**src/rtl/bcd_counter_7seg_multi.sv**
```systemverilog
// N-digit BCD up/down counter with prescaled tick, clear/load, wrap pulse and registered 7-segment outputs.
// Optional define BLANK_LEADING_ZERO_EN blanks leading zero digits above digit 0.
module bcd_counter_7seg_multi #(
  parameter int DIGITS         = 2,
  parameter int MAX_VALUE      = 99,
  parameter int PRESCALE       = 1,
  parameter int SEG_ACTIVE_LOW = 1
) (
  input  logic                  clk,
  input  logic                  rst_n,
  input  logic                  en,
  input  logic                  dir,
  input  logic                  clr,
  input  logic                  load,
  input  logic [4*DIGITS-1:0]   load_val,
  output logic [4*DIGITS-1:0]   count_bcd,
  output logic                  wrap,
  output logic [8*DIGITS-1:0]   seg_out
);

  localparam int W  = 4 * DIGITS;
  localparam int PW = (PRESCALE > 1) ? $clog2(PRESCALE) : 1;

`ifdef BLANK_LEADING_ZERO_EN
  localparam bit BLANK_LZ = 1'b1;
`else
  localparam bit BLANK_LZ = 1'b0;
`endif

  function automatic logic [W-1:0] to_bcd(input int v);
    int r;
    logic [W-1:0] b;
    r = v;
    b = '0;
    for (int i = 0; i < DIGITS; i++) begin
      b[4*i +: 4] = 4'(r % 10);
      r = r / 10;
    end
    return b;
  endfunction

  function automatic logic [7:0] seg_enc(input logic [3:0] d, input logic blank);
    logic [7:0] s;
    case (d)
      4'd0:    s = 8'hC0;
      4'd1:    s = 8'hF9;
      4'd2:    s = 8'hA4;
      4'd3:    s = 8'hB0;
      4'd4:    s = 8'h99;
      4'd5:    s = 8'h92;
      4'd6:    s = 8'h82;
      4'd7:    s = 8'hF8;
      4'd8:    s = 8'h80;
      4'd9:    s = 8'h90;
      default: s = 8'hFF;
    endcase
    if (blank) s = 8'hFF;
    return (SEG_ACTIVE_LOW != 0) ? s : ~s;
  endfunction

  function automatic logic [8*DIGITS-1:0] seg_reset();
    logic [8*DIGITS-1:0] s;
    for (int i = 0; i < DIGITS; i++)
      s[8*i +: 8] = seg_enc(4'd0, BLANK_LZ && (i != 0));
    return s;
  endfunction

  localparam logic [W-1:0]          MAX_BCD = to_bcd(MAX_VALUE);
  localparam logic [8*DIGITS-1:0]   SEG_RST = seg_reset();

  logic [W-1:0]        count_q, count_d, inc_val, dec_val, load_fix;
  logic [PW-1:0]       pre_q, pre_d;
  logic                wrap_q, wrap_d, tick;
  logic [8*DIGITS-1:0] seg_q, seg_d;
  logic [DIGITS-1:0]   carry, borrow, load_bad, zero_hi;

  assign tick      = en && (pre_q == PW'(PRESCALE - 1));
  assign carry[0]  = 1'b1;
  assign borrow[0] = 1'b1;

  // Per-digit ripple: increment/decrement chains, load validation, leading-zero detect, decode
  for (genvar gi = 0; gi < DIGITS; gi++) begin : g_digit
    logic [3:0] nib;
    assign nib = count_q[4*gi +: 4];
    assign inc_val[4*gi +: 4] = !carry[gi]  ? nib : ((nib == 4'd9) ? 4'd0 : nib + 4'd1);
    assign dec_val[4*gi +: 4] = !borrow[gi] ? nib : ((nib == 4'd0) ? 4'd9 : nib - 4'd1);
    assign load_bad[gi] = (load_val[4*gi +: 4] > 4'd9);
    if (gi < DIGITS - 1) begin : g_chain
      assign carry[gi+1]  = carry[gi]  && (nib == 4'd9);
      assign borrow[gi+1] = borrow[gi] && (nib == 4'd0);
      assign zero_hi[gi]  = (nib == 4'd0) && zero_hi[gi+1];
    end else begin : g_top
      assign zero_hi[gi] = (nib == 4'd0);
    end
    assign seg_d[8*gi +: 8] = seg_enc(nib, BLANK_LZ && (gi != 0) && zero_hi[gi]);
  end

  // With all nibbles valid, BCD ordering matches unsigned vector ordering
  assign load_fix = ((|load_bad) || (load_val > MAX_BCD)) ? MAX_BCD : load_val;

  always_comb begin
    count_d = count_q;
    pre_d   = pre_q;
    wrap_d  = 1'b0;
    if (clr) begin
      count_d = '0;
      pre_d   = '0;
    end else if (load) begin
      count_d = load_fix;
      pre_d   = '0;
    end else if (en) begin
      pre_d = tick ? '0 : pre_q + PW'(1);
      if (tick) begin
        if (dir) begin
          if (count_q == MAX_BCD) begin
            count_d = '0;
            wrap_d  = 1'b1;
          end else begin
            count_d = inc_val;
          end
        end else begin
          if (count_q == '0) begin
            count_d = MAX_BCD;
            wrap_d  = 1'b1;
          end else begin
            count_d = dec_val;
          end
        end
      end
    end
  end

  always_ff @(posedge clk or negedge rst_n) begin
    if (!rst_n) begin
      count_q <= '0;
      pre_q   <= '0;
      wrap_q  <= 1'b0;
      seg_q   <= SEG_RST;
    end else begin
      count_q <= count_d;
      pre_q   <= pre_d;
      wrap_q  <= wrap_d;
      seg_q   <= seg_d;
    end
  end

  assign count_bcd = count_q;
  assign wrap      = wrap_q;
  assign seg_out   = seg_q;

endmodule

```
**config.mk**
```make
export PLATFORM = sky130hd
export DESIGN_NAME = bcd_counter_7seg_multi
export DESIGN_NICKNAME = d
export VERILOG_FILES = /design/src/rtl/bcd_counter_7seg_multi.sv
export SDC_FILE = /design/constraint.sdc
export NUM_CORES = 1
export LEC_CHECK = 0
export CORE_UTILIZATION = 31
export DETAILED_ROUTE_END_ITERATION = 7
export GPL_TIMING_DRIVEN = 1
export PLACE_DENSITY = 0.59
export SLEW_MARGIN = 20
export SYNTH_ARGS = -nofsm -noshare
export SYNTH_HDL_FRONTEND = slang
export SYNTH_SLANG_ARGS = --single-unit
export TNS_END_PERCENT = 50
```
**constraint.sdc**
```tcl
create_clock -name clk -period 2.4 [get_ports clk]
set_clock_uncertainty 0.15 [all_clocks]
set_input_delay 0.24 -clock clk [delete_from_list [all_inputs] [get_ports clk]]
set_output_delay 0.24 -clock clk [all_outputs]
set_load 0.02 [all_outputs]
```
==> impl_metrics.yaml <==
yosys:
  synth_edf_count: 0
  yosysWarnings: 0
  yosysTopAreaCell: "dfrtp_1"
  synth_area_leaders: "dfrtp_1 35%, ha_1 7.9%, nor2_1 4.5%, a21oi_1 4.4%, nand2_1 3.5%"
  ys_async_sr_fraction_pct: 100
  ys.flop_type: "dfrtp_1"
  yosysSeqAreaShare_pct: 38.0
  syn_inst: 182
  syn_area_um2: 1590
  ys_seq_elements: 24
  synth_area_per_cell_um2: 8.72
  synth_top_area_share_pct: 34.7
  synth.distinct_cells: 49
routing:
  route.vias.total: 1459
  drt_first_pass_iters: 4
  via_per_inst: 5.03
  drcViolationCount: 0
  ant_nets: 0
  post_drt_wl_per_cell_um: 13.4
  drt_iter0_drc: 97
  wl_um: 3900
finish:
  final_common_cell: "clkdlybuf4s50_1"
  diodes: 0
  syn_to_final_growth_pct: 34.3
  nets: 248
  drive_above_1_share_pct: 13.0
  fin_util_pct: 44.2
  final_cell_mix: "36 x clkdlybuf4s50_1, 22 x dfrtp_1, 19 x nor2_1"
  num-fill-cells: 516
placed_design:
  routabilityCongestion: 0.855
  dp_hpwl_um: 2820
  portBuffers: 36
  dp_slack_ns: 0.176
power_and_ir_drop:
  p_sw_share_pct: 33.8
  clockPowerShare_pct: 21.9
  peakVddDrop_v: 0.000242
  powerDensity_nw_per_um2: 597
  p_int_w: 0.000843
  seq_power_share_pct: 38.1
  combPwrFrac_pct: 40.1
  leakage_nw: 0.892
  switching_power_w: 0.000430
sta:
  period_needed_ns: 2.25
  rsz0062_at_grt: "false"
  max_freq_mhz: 444
  fin_ws_ns: 0.150
  fin_tns_setup_ns: 0
  timing.hold.ws_ns: 0.173
  worst_pin_slew_ns: 0.518
  setup_violations: 0
  post-route-period-util_pct: 93.8
  hold_viol: 0
  slew_viol_final: 0
  slew_headroom_pct: 65.1
global_route:
  antenna_found_initial: 0
  grt_max_degree: 25
  grt_pass1_vias: 1326
  grt_pass1_wl_um: 6620
  grt_usage_pct: 15.9
  overflow: 0
clock_tree:
  h-tree-depth: 1
  clk_path_buf_depth: 2
  cts_setup_buffers: 0
  clk_latency_ns: 0.27
  cts_resized: 0
  cts_hold_buf: 0
  cts_tree: "yes"
  numClockSinks: 24
  cts_buffers: 3
  path_clk_slew_ns: 0.09
  root_buffer: "clkbuf_8"
critical_path:
  arrival_ns: 2.28
  crit_required_ns: 2.43
  cp-start-kind: "flip-flop"
  critPathMaxStageDelay_ns: 0.39
  cp-end-kind: "flip-flop"
  worstPathCellList: "inv_1, ha_1, or3b_1, a211o_1, a311o_1, a221oi_2"
  slowest_stage: "or3b_1"
  crit_fanout: 5
  criticalPathCategory: "reg2reg"
floorplan:
  die_area_um2: 5410
  die_w_um: 73.5
  coreArea_um2: 4820
  rows: 25
  die_y_um: 73.5
  initial_core_util_pct: 32.9
  pin_count: 39
hold_path:
  hp-class: "in2async"
run:
  max_cap_viol_count: 0
run_status:
  outcome: "completed"
[power groups by stage]
| stage | clock network [W] | logic, W | registers (W) |
|---|---|---|---|
| detailed placement | 0 | 0.000509 | 0.000494 |
| finish | 0.000278 | 0.000510 | 0.000484 |
| global route | 0.000307 | 0.000561 | 0.000491 |
| CTS | 0.000288 | 0.000513 | 0.000485 |
| global placement | 0 | 0.000511 | 0.000493 |
| floorplan | 0 | 0.000215 | 0.000574 |
[routing by layer]
metal / GRT usage, % / share of wire (%)
met1: 24.8 / 50
met3: 1.23 / 4.1
met4: 5.77 / 1.3
met2: 22.6 / 44
met5: 0 / 0
[path summary, 6_finish.rpt]
check | start | to | slack, ns | depth (start not counted)
min in group clk | en | pre_q | 0.41 | 2
max in group asynchronous | rst_n | seg_out[6] | 1.64 | 2
setup / recovery | count_bcd[0] | count_bcd[7] | 0.15 | 6
hold reg to reg | pre_q | pre_q | 0.41 | 1
hold / removal | rst_n | count_bcd[7] | 0.17 | 2
setup reg to reg | count_bcd[0] | count_bcd[7] | 0.15 | 6
[metrics by stage]
stage          std cells  cell area (um^2)  power [W]
2_1_floorplan        183              1590   0.000788
5_1_grt              290              2130    0.00136
4_1_cts              290              2130    0.00129
6_report             290              2130    0.00127
3_3_place_gp         286              2080    0.00100
3_5_place_dp         286              2080    0.00100
[registers in the layout (all words and copies together), names as in the netlist]
name,cells
wrap,1
seg_out,14
pre_q,1
count_bcd,8
[final cells by class]
cell class	count	area (um^2)	area share (%)
Sequential cell	24	603	28.3
Timing Repair Buffer	49	458	21.5
Tap cell	67	83.8	3.93
Multi-Input combinational cell	138	901	42.3
Clock buffer	4	55.1	2.58
Inverter	8	30.0	1.41
[critical path: cells and delay by family (launching register included)]
kind / cells / cell delay (ns)
flops: 1 / 0.38
simple gates: 1 / 0.39
compound gates: 3 / 0.92
fa+ha+maj: 1 / 0.25
buf+inv: 1 / 0.08
[synth_stat cells, types with 2 or more instances]
master     n
dfrtp_1   22
nor2_1    19
nand2_1   15
a21oi_1   14
ha_1      10
clkbuf_1   9
o21ai_0    9
inv_1      7
a31oi_1    5
nand3_1    4
nor2b_1    4
nor3b_1    4
o211ai_1   4
a211oi_1   3
a221oi_1   3
nand2b_1   3
or2_2      3
a22o_1     2
a311oi_1   2
a31o_2     2
a41o_1     2
and2_1     2
buf_1      2
buf_4      2
dfstp_2    2
nand4b_1   2
nor3_1     2
o31ai_1    2
or3b_2     2
[kinds of logic after synthesis]
kind of cell,count (synthesis),synth area share (%)
simple gates,67,22.0
compound gates,57,25.2
flops,24,38.0
buf+inv,21,5.44
fa+ha+maj,10,7.89
other cells,1,0.236
xor+xnor,1,0.552
mux,1,0.631
Note: power is estimated with default switching activity, not from simulation.
